[src/rtl/gs232c_fetch_packer.sv]
// Instruction fetch packer: issues 16 B line fetches, pairs in-order cache returns with their pc and
// buffers packets for decode. Optional perf counters when GS232C_FETCH_PERF_EN is defined.
module gs232c_fetch_packer #(
   parameter logic [31:0] RESET_PC   = 32'h1c000000,
   parameter int          FIFO_DEPTH = 2
) (
   input  logic         clock,
   input  logic         resetn,
   output logic         fe_req,
   output logic [31:0]  fe_pc,
   input  logic         fe_ack,
   input  logic         ic_valid,
   input  logic [127:0] ic_inst,
   input  logic         ic_uncache,
   output logic         i_valid,
   output logic [31:0]  i_pc,
   output logic [127:0] i_inst,
   output logic [1:0]   i_count,
   output logic [29:0]  i_seq,
   output logic [29:0]  i_target,
   output logic         i_is_seq,
   output logic         i_uncache,
   output logic [15:0]  i_hint,
   input  logic         i_ready,
   input  logic         pr_cancel,
   input  logic [31:0]  pr_target,
   input  logic         br_redirect,
   input  logic [31:0]  br_target,
   input  logic         stall
`ifdef GS232C_FETCH_PERF_EN
   ,
   output logic [31:0]  perf_req_cnt,
   output logic [31:0]  perf_pkt_cnt,
   output logic [31:0]  perf_drop_cnt,
   output logic [31:0]  perf_redirect_cnt
`endif
);

   // state   | meaning
   // ST_BOOT | first cycle out of reset, no requests
   // ST_RUN  | issuing fetches when buffer space allows
   // ST_HOLD | stalled, no new requests
   typedef enum logic [1:0] {ST_BOOT, ST_RUN, ST_HOLD} state_t;

   localparam int PW = $clog2(FIFO_DEPTH);
   localparam int CW = PW + 1;
   localparam int IW = 8;
   localparam logic [IW:0] DEPTH_W = (IW+1)'(FIFO_DEPTH);

   state_t r_state, w_state_nxt;

   logic [31:0]    r_fetch_pc;
   logic [IW-1:0]  r_inflight;
   logic [IW-1:0]  r_drop_cnt;

   logic [31:0]    r_fq_pc   [FIFO_DEPTH];
   logic [127:0]   r_fq_inst [FIFO_DEPTH];
   logic           r_fq_unc  [FIFO_DEPTH];
   logic [PW-1:0]  r_fq_rd, r_fq_wr;
   logic [CW-1:0]  r_fq_cnt;

   logic [31:0]    r_pq_pc   [FIFO_DEPTH];
   logic [PW-1:0]  r_pq_rd, r_pq_wr;
   logic [CW-1:0]  r_pq_cnt;

   logic           w_pr_redir, w_redir, w_ack, w_icv, w_drop_rsp, w_push, w_pop;
   logic [31:0]    w_redir_pc, w_head_pc, w_pq_head, w_ent1_pc;
   logic [IW-1:0]  w_live, w_inflight_nxt;
   logic [IW:0]    w_occ;

   assign w_pr_redir = pr_cancel & i_valid & i_ready;
   assign w_redir    = br_redirect | w_pr_redir;
   assign w_redir_pc = br_redirect ? br_target : pr_target;
   assign w_ack      = fe_req & fe_ack;
   // a response with nothing outstanding is stale (e.g. from before reset) and is ignored
   assign w_icv      = ic_valid & (r_inflight != '0);
   assign w_drop_rsp = w_icv & (w_redir | (r_drop_cnt != '0));
   assign w_push     = w_icv & ~w_drop_rsp;
   assign w_pop      = i_valid & i_ready;

   assign w_live         = r_inflight - r_drop_cnt;
   assign w_occ          = {{(IW+1-CW){1'b0}}, r_fq_cnt} + {1'b0, w_live};
   assign w_inflight_nxt = r_inflight + IW'(w_ack) - IW'(w_icv);

   assign w_head_pc = r_fq_pc[r_fq_rd];
   assign w_ent1_pc = r_fq_pc[r_fq_rd + PW'(1)];
   assign w_pq_head = r_pq_pc[r_pq_rd];

   always_ff @(posedge clock or negedge resetn) begin
      if (!resetn) r_state <= ST_BOOT;
      else         r_state <= w_state_nxt;
   end

   always_comb begin
      w_state_nxt = r_state;
      case (r_state)
         ST_BOOT: w_state_nxt = ST_RUN;
         ST_RUN:  if (stall)  w_state_nxt = ST_HOLD;
         ST_HOLD: if (!stall) w_state_nxt = ST_RUN;
         default: w_state_nxt = ST_BOOT;
      endcase
      if (w_redir) w_state_nxt = ST_RUN;
   end

   always_ff @(posedge clock or negedge resetn) begin
      if (!resetn) begin
         r_fetch_pc <= RESET_PC;
         r_inflight <= '0;
         r_drop_cnt <= '0;
         r_fq_rd    <= '0;
         r_fq_wr    <= '0;
         r_fq_cnt   <= '0;
         r_pq_rd    <= '0;
         r_pq_wr    <= '0;
         r_pq_cnt   <= '0;
      end else if (w_redir) begin
         // everything still outstanding, including an ack taken this cycle, is stale
         r_fetch_pc <= w_redir_pc;
         r_inflight <= w_inflight_nxt;
         r_drop_cnt <= w_inflight_nxt;
         r_fq_rd    <= '0;
         r_fq_wr    <= '0;
         r_fq_cnt   <= '0;
         r_pq_rd    <= '0;
         r_pq_wr    <= '0;
         r_pq_cnt   <= '0;
      end else begin
         if (w_ack) r_fetch_pc <= {r_fetch_pc[31:4] + 28'd1, 4'h0};
         r_inflight <= w_inflight_nxt;
         if (w_drop_rsp) r_drop_cnt <= r_drop_cnt - IW'(1);
         if (w_push) r_fq_wr <= r_fq_wr + PW'(1);
         if (w_pop)  r_fq_rd <= r_fq_rd + PW'(1);
         r_fq_cnt <= r_fq_cnt + CW'(w_push) - CW'(w_pop);
         if (w_ack)  r_pq_wr <= r_pq_wr + PW'(1);
         if (w_push) r_pq_rd <= r_pq_rd + PW'(1);
         r_pq_cnt <= r_pq_cnt + CW'(w_ack) - CW'(w_push);
      end
   end

   // payload storage needs no reset: every read is qualified by the occupancy counts
   always_ff @(posedge clock) begin
      if (w_push) begin
         r_fq_pc[r_fq_wr]   <= w_pq_head;
         r_fq_inst[r_fq_wr] <= ic_inst;
         r_fq_unc[r_fq_wr]  <= ic_uncache;
      end
      if (w_ack && !w_redir) r_pq_pc[r_pq_wr] <= r_fetch_pc;
   end

   assign fe_req    = (r_state == ST_RUN) && (w_occ < DEPTH_W);
   assign fe_pc     = r_fetch_pc;
   assign i_valid   = (r_fq_cnt != '0);
   assign i_pc      = i_valid ? w_head_pc : 32'h0;
   assign i_inst    = i_valid ? r_fq_inst[r_fq_rd] : 128'h0;
   assign i_uncache = i_valid & r_fq_unc[r_fq_rd];
   assign i_count   = i_valid ? (2'h3 - w_head_pc[3:2]) : 2'h0;
   assign i_seq     = i_valid ? {w_head_pc[31:4] + 28'd1, 2'b00} : 30'h0;
   assign i_target  = (r_fq_cnt >= CW'(2)) ? w_ent1_pc[31:2] :
                      (r_pq_cnt != '0)     ? w_pq_head[31:2] : r_fetch_pc[31:2];
   assign i_is_seq  = i_valid && (i_target == i_seq);
   assign i_hint    = 16'h0000;

`ifdef GS232C_FETCH_PERF_EN
   logic [31:0] r_perf_req, r_perf_pkt, r_perf_drop, r_perf_redir;

   always_ff @(posedge clock or negedge resetn) begin
      if (!resetn) begin
         r_perf_req   <= '0;
         r_perf_pkt   <= '0;
         r_perf_drop  <= '0;
         r_perf_redir <= '0;
      end else begin
         if (w_ack)      r_perf_req   <= r_perf_req + 32'd1;
         if (w_pop)      r_perf_pkt   <= r_perf_pkt + 32'd1;
         if (w_drop_rsp) r_perf_drop  <= r_perf_drop + 32'd1;
         if (w_redir)    r_perf_redir <= r_perf_redir + 32'd1;
      end
   end

   assign perf_req_cnt      = r_perf_req;
   assign perf_pkt_cnt      = r_perf_pkt;
   assign perf_drop_cnt     = r_perf_drop;
   assign perf_redirect_cnt = r_perf_redir;
`endif

endmodule

[config.mk]
export PLATFORM = sky130hd
export DESIGN_NAME = gs232c_fetch_packer
export DESIGN_NICKNAME = d
export VERILOG_FILES = /design/src/rtl/gs232c_fetch_packer.sv
export SDC_FILE = /design/constraint.sdc
export NUM_CORES = 1
export LEC_CHECK = 0
export ABC_CLOCK_PERIOD_IN_PS = 13650
export BUFFER_PORTS_ARGS = -buffer_cell sky130_fd_sc_hd__buf_2
export CAP_MARGIN = 20
export CORE_ASPECT_RATIO = 1.25
export CORE_MARGIN = 2
export CORE_UTILIZATION = 35
export CTS_BUF_LIST = sky130_fd_sc_hd__clkbuf_4 sky130_fd_sc_hd__clkbuf_8
export DETAILED_ROUTE_END_ITERATION = 6
export PLACE_DENSITY = 0.6
export RECOVER_POWER = 50
export SLEW_MARGIN = 20
export SYNTH_ARGS = -nofsm -noshare
export SYNTH_HDL_FRONTEND = slang
export SYNTH_SLANG_ARGS = --single-unit
[constraint.sdc]
create_clock -name clock -period 13.65 [get_ports clock]
set_clock_uncertainty 0.05 [all_clocks]
set_input_delay 2.73 -clock clock [delete_from_list [all_inputs] [get_ports clock]]
set_output_delay 2.73 -clock clock [all_outputs]
set_load 0.05 [all_outputs]
==> After elaboration in Yosys (flattened, before gate mapping) <==
Memory sizes are Yosys's and may differ from the RTL's.
Cells that the tools add are included.
W data, S select, Z words.
{ "word_totals": {"regBits": 58, "ram_bits": 386, "out_inout_bits": 274, "wordCells": 91, "memories": 4} }
{ "memory_table": {"columns": ["memory", "depth", "word_bits", "rd", "rd_clocked_by_memory_dff", "write_ports", "line", "source"], "rows": [
  ["r_fq_inst", 2, 128, 1, 0, 1, "57", "logic [127:0] r_fq_inst [FIFO_DEPTH];"],
  ["r_fq_pc", 2, 32, 2, 0, 1, "56", "logic [31:0] r_fq_pc [FIFO_DEPTH];"],
  ["r_pq_pc", 2, 32, 1, 0, 1, "62", "logic [31:0] r_pq_pc [FIFO_DEPTH];"],
  ["r_fq_unc", 2, 1, 1, 0, 1, "58", "logic r_fq_unc [FIFO_DEPTH];"]
]} }
{ "classes": {"n_addsub": 16, "n_lt_le_gt_ge": 2, "eq_ne": 5, "mux": 29, "n_bitwise": 11, "n_reduce_logical": 14} }
{ "ops": {"columns": ["operator", "n"], "rows": [
  ["$mux W128", 1],
  ["$mux W32", 4],
  ["$mux W30", 3],
  ["$add A28 B1 Y28 const B", 2],
  ["$eq A30 B30 Y1", 1],
  ["$mux W8", 2],
  ["$reduce_bool A8 Y1", 2],
  ["$mux W1", 12],
  ["$mux W2", 6],
  ["$reduce_bool A2 Y1", 6],
  ["$add A2 B8 Y9", 1],
  ["$lt A9 B2 Y1 const B", 1],
  ["$add A8 B1 Y8", 1],
  ["$and A1 B1 Y1", 8],
  ["$sub A8 B1 Y8", 1],
  ["$sub A8 B1 Y8 const B", 1],
  ["$sub A8 B8 Y8", 1],
  ["$ne A3 B3 Y1 const B", 2],
  ["$pmux W2 S3", 1],
  ["$add A1 B1 Y1 const B", 4],
  ["$add A2 B1 Y2", 2],
  ["$sub A2 B1 Y2", 2],
  ["$logic_and A1 B1 Y1", 3],
  ["$eq A2 B1 Y1 const B", 1],
  ["8 further kinds", 9]
]} }

==> Longest topological paths before layout <==
{ "logic_depth": {"word_depth": 11, "depth_mapped": 23, "depth_no_buf": 22} }

==> Worst setup path after synthesis <==
Ideal clock, no wire load.
{ "synth_timing": {"path_type": "input to register", "start": "in i_ready", "end": "mem r_fq_inst[0][0] (enable)", "setup_time_ps": 685, "arrival_ps": 10353, "setup_slack_ps": 2563, "path_stages": 5, "n_path_buf": 1, "cell_sequence": "and2_1 clkbuf_1 a21oi_1 nand4_1 nor2_1"} }
{ "synth_between": {"elab_chain_cells": 8} }
{ "synth_lines": {"columns": ["element", "line", "source"], "rows": [
  ["start: declaration", "24", "input logic i_ready,"],
  ["$and A1 B1 Y1", "71", "assign w_pr_redir = pr_cancel & i_valid & i_ready;"],
  ["$or A1 B1 Y1", "72", "assign w_redir = br_redirect | w_pr_redir;"],
  ["$or A1 B1 Y1", "77", "assign w_drop_rsp = w_icv & (w_redir | (r_drop_cnt != '0));"],
  ["$and A1 B1 Y1", "77", null],
  ["$not A1 Y1", "78", "assign w_push = w_icv & ~w_drop_rsp;"],
  ["$and A1 B1 Y1", "78", null],
  ["$mux W1", "142", "if (w_push) begin"],
  ["$mux W1 (implied by the code)", "144", "r_fq_inst[r_fq_wr] <= ic_inst;"],
  ["end: declaration", "57", null]
]} }
No other way between the ends.

==> Worst setup path after layout <==
{ "layout_timing": {"start": "reg r_fq_rd", "end": "out i_is_seq"} }
{ "layout_between": {"elab_chain_cells": 5, "word_cells_on_any_way": 7, "classes_between": "add/sub (2); eq/ne (1); mux (2); reduce/logical (1); memory (1)"} }
{ "layout_lines": {"columns": ["element", "line", "source"], "rows": [
  ["start: declaration", "59", "logic [PW-1:0] r_fq_rd, r_fq_wr;"],
  ["start signal: assignment", "132", "if (w_pop) r_fq_rd <= r_fq_rd + PW'(1);"],
  ["$mem_v2 Z2 W32 *", null, null],
  ["$add A28 B1 Y28 or $mem_v2 Z2 W32 (tied branches)", null, null],
  ["$mux W30, on equally long branches", "157, 158", null],
  ["$eq A30 B30 Y1 *", "160", "assign i_is_seq = i_valid && (i_target == i_seq);"],
  ["$logic_and A1 B1 Y1 *", "160", null],
  ["end: declaration", "21", "output logic i_is_seq,"]
]} }
Mark *: on every way between the ends. The rest lies on a longest branch, timed or not.

==> results.ini <==
[power_and_ir_drop]
p_total_mw = 3.90
p_per_area_nw_per_um2 = 155
p_leak_nw = 9.21
irDropWorstVdd_v = 0.0000769

[clock_tree]
clkLatencyLatePin_ns = 0.63
ctsLongestPathBuffers = 3
cts-root-buf = clkbuf_8
numCtsBuffers = 74
clock_sinks = 444
tritoncts = built
clk_pin_slew_ns = 0.06
cts_resized = 0
cts_setup_buffers = 0
h-tree-depth = 3
ctsHoldBuffers = 0

[timing]
setup_viol = 0
slew_headroom_pct = -124
tightest_slew_ns = 3.36
fin_crit_sh_pct = 62.1
rsz0062_at_grt = no
finalWorstSetupSlack_ns = 5.17
tns_ns = 0
period_needed_ns = 8.48
fmax_ghz = 0.118
slew_violations = 302
hold_violations = 0

[synthesis]
syn_avg_cell_area_sq_um = 12.9
synthArstFlopShare_pct = 13.1
ys_warn_count = 0
synth-edff-count = 386
synth.cell_area_sq_um = 21000
synth_ff_type = edfxtp_1
syn_inst = 1635
synthDistinctLibCells = 72
synth_seq_cells = 444
ys_seq_area_share_pct = 62.1

[outcome]
violations = capacitance limit, slew limit
status = finished, violations left

[die]
die_h_um = 278
fp-row-count = 100
die_area_sq_um = 62000
dieWidth_um = 223
start_util_pct = 35.4
core_sq_um = 59400
ios = 475

[run]
maxCapViolCount = 7

[finish]
final_cell_area_sq_um = 25200
n_fill_cell = 5646
fin_util_pct = 42.5
nets = 2322
drive_gt1_share_pct = 25.0
areaGrowthSynthToFinish_pct = 20.1

[place]
place_area_sq_um = 24000
place_ws_ns = 5.79
gp_congestion = 0.855
port-buffer-count = 456
hpwl_um = 45000

[detailed_routing]
drtIter0Drc = 811
drc = 0
final_antenna_net_count = 0
wl_per_cell_um = 21.1
wirelength_um = 61400
route.vias.total = 14600
highest_layer = met5
wl_met3_um = 4500
via_per_inst = 5.01
wl_met1_um = 25100
wl_met2_um = 29900
drtPass1Iterations = 5

[global_route]
grt_max_degree = 181
first_global_vias = 14500
grt_util_all_layers_pct = 19.3
grt_pass1_wl_um = 90000
overflow = 0
antenna_found_initial = 7

[worst_setup_path]
critPathLaunchType = flop
crit_required_ns = 10.87
cp_max_fo = 56
worstSetupEndpointType = primary output
crit_type = flop to primary output
crit_arrival_ns = 5.70

[hold_path]
min-delay-path-class = flop to flop

[through the flow]
step,hold WS [ns],cells
2_1_floorplan,0.425,1652
3_3_place_gp,0.458,2781
3_5_place_dp,0.467,2782
4_1_cts,0.499,2911
5_1_grt,0.513,2912
6_report,0.472,2913
[cells in the mapped netlist (26+ instances only)]
cell	n	area, sq um
edfxtp_1	386	11600
mux2_2	56	631
nor2b_1	27	169
nor2_1	199	747
clkbuf_1	63	236
a211oi_1	37	278
inv_1	53	199
nand2_1	78	293
a21oi_1	44	220
o21ai_0	62	310
mux2i_1	199	1990
nand3_1	26	130
dfrtp_1	55	1380
nor3_1	31	155
xnor2_1	50	438
[area by class of cell]
class / instances / area [sq um] / share of cell area [%]
antenna: 2 / 5.00 / 0.0198
clock buffer: 93 / 1170 / 4.65
clock inverter: 36 / 220 / 0.872
inverter: 53 / 199 / 0.788
multi-input combinational: 1046 / 7340 / 29.1
sequential: 444 / 13100 / 51.7
tap: 765 / 957 / 3.79
timing repair buffer: 474 / 2300 / 9.10
[sequential cells by signal, summed over array words and instances, names as in the netlist, 2 cells and up]
register and count:
r_fq_unc 2, r_fq_pc 64, r_state 2, fe_pc 32, r_pq_cnt 2, r_fq_cnt 2, r_drop_cnt 8, r_inflight 8
r_fq_inst 256, r_pq_pc 64
[power breakdown]
part / leakage [nW] / switching, mW / total [mW] / internal (mW)
clock network: 0.730 / 0.530 / 1.12 / 0.587
registers: 4.14 / 0.0662 / 1.59 / 1.52
logic: 4.34 / 0.849 / 1.19 / 0.345
total: 9.21 / 1.44 / 3.90 / 2.46
[routing by layer]
layer	track usage [%]	vias to the layer above
li1	-	6901
met1	23.1	7068
met2	32.8	529
met3	5.34	94
met4	8.04	6
met5	0	-
[worst paths after layout]
kind                                  start               end  slack (ns)  cells past startpoint
worst min-delay path                r_fq_wr           r_fq_wr        0.47                      1
worst min register to register      r_fq_wr           r_fq_wr        0.47                      1
worst max register to register  r_fq_cnt[0]  r_fq_inst[0][80]        7.77                      8
worst max-delay path                r_fq_rd          i_is_seq        5.17                     10
min in group asynchronous            resetn         fe_pc[29]        3.27                      2
max in group asynchronous            resetn           r_fq_rd        7.88                      2
[critical path: stages, from the launching register on]
cell       delay [ns]
dfrtp_4          0.90
buf_4            0.79
nand4_1          0.36
a211o_1          0.49
or4_1            0.73
or2_1            0.42
o31ai_2          0.36
xnor2_1          0.16
o2111ai_1        0.15
nor4_2           0.34
buf_2            0.32
[cells by family after synthesis]
| kind of cell | count (synthesis) | synth area share (%) |
|---|---|---|
| simple gates | 464 | 10.6 |
| flops | 444 | 62.1 |
| mux | 258 | 12.7 |
| compound gates | 202 | 6.12 |
| buf+inv | 162 | 3.42 |
| xor+xnor | 75 | 3.22 |
| fa+ha+maj | 29 | 1.82 |
| other cells | 1 | 0.0178 |
[placed cells by master (no fill, tap or decap), types with 24 or more instances in the layout]
cell,count
edfxtp_1,386
buf_2,352
mux2i_1,199
nor2_1,198
clkbuf_1,109
nand2_1,78
clkbuf_8,76
o21ai_0,62
inv_1,53
dfrtp_1,53
xnor2_1,50
a21oi_1,43
mux2_2,39
a211oi_1,37
nor3_1,30
nor2b_1,27
nand3_1,26
ha_1,25
xor2_1,24
(Power assumes the default switching activity.)
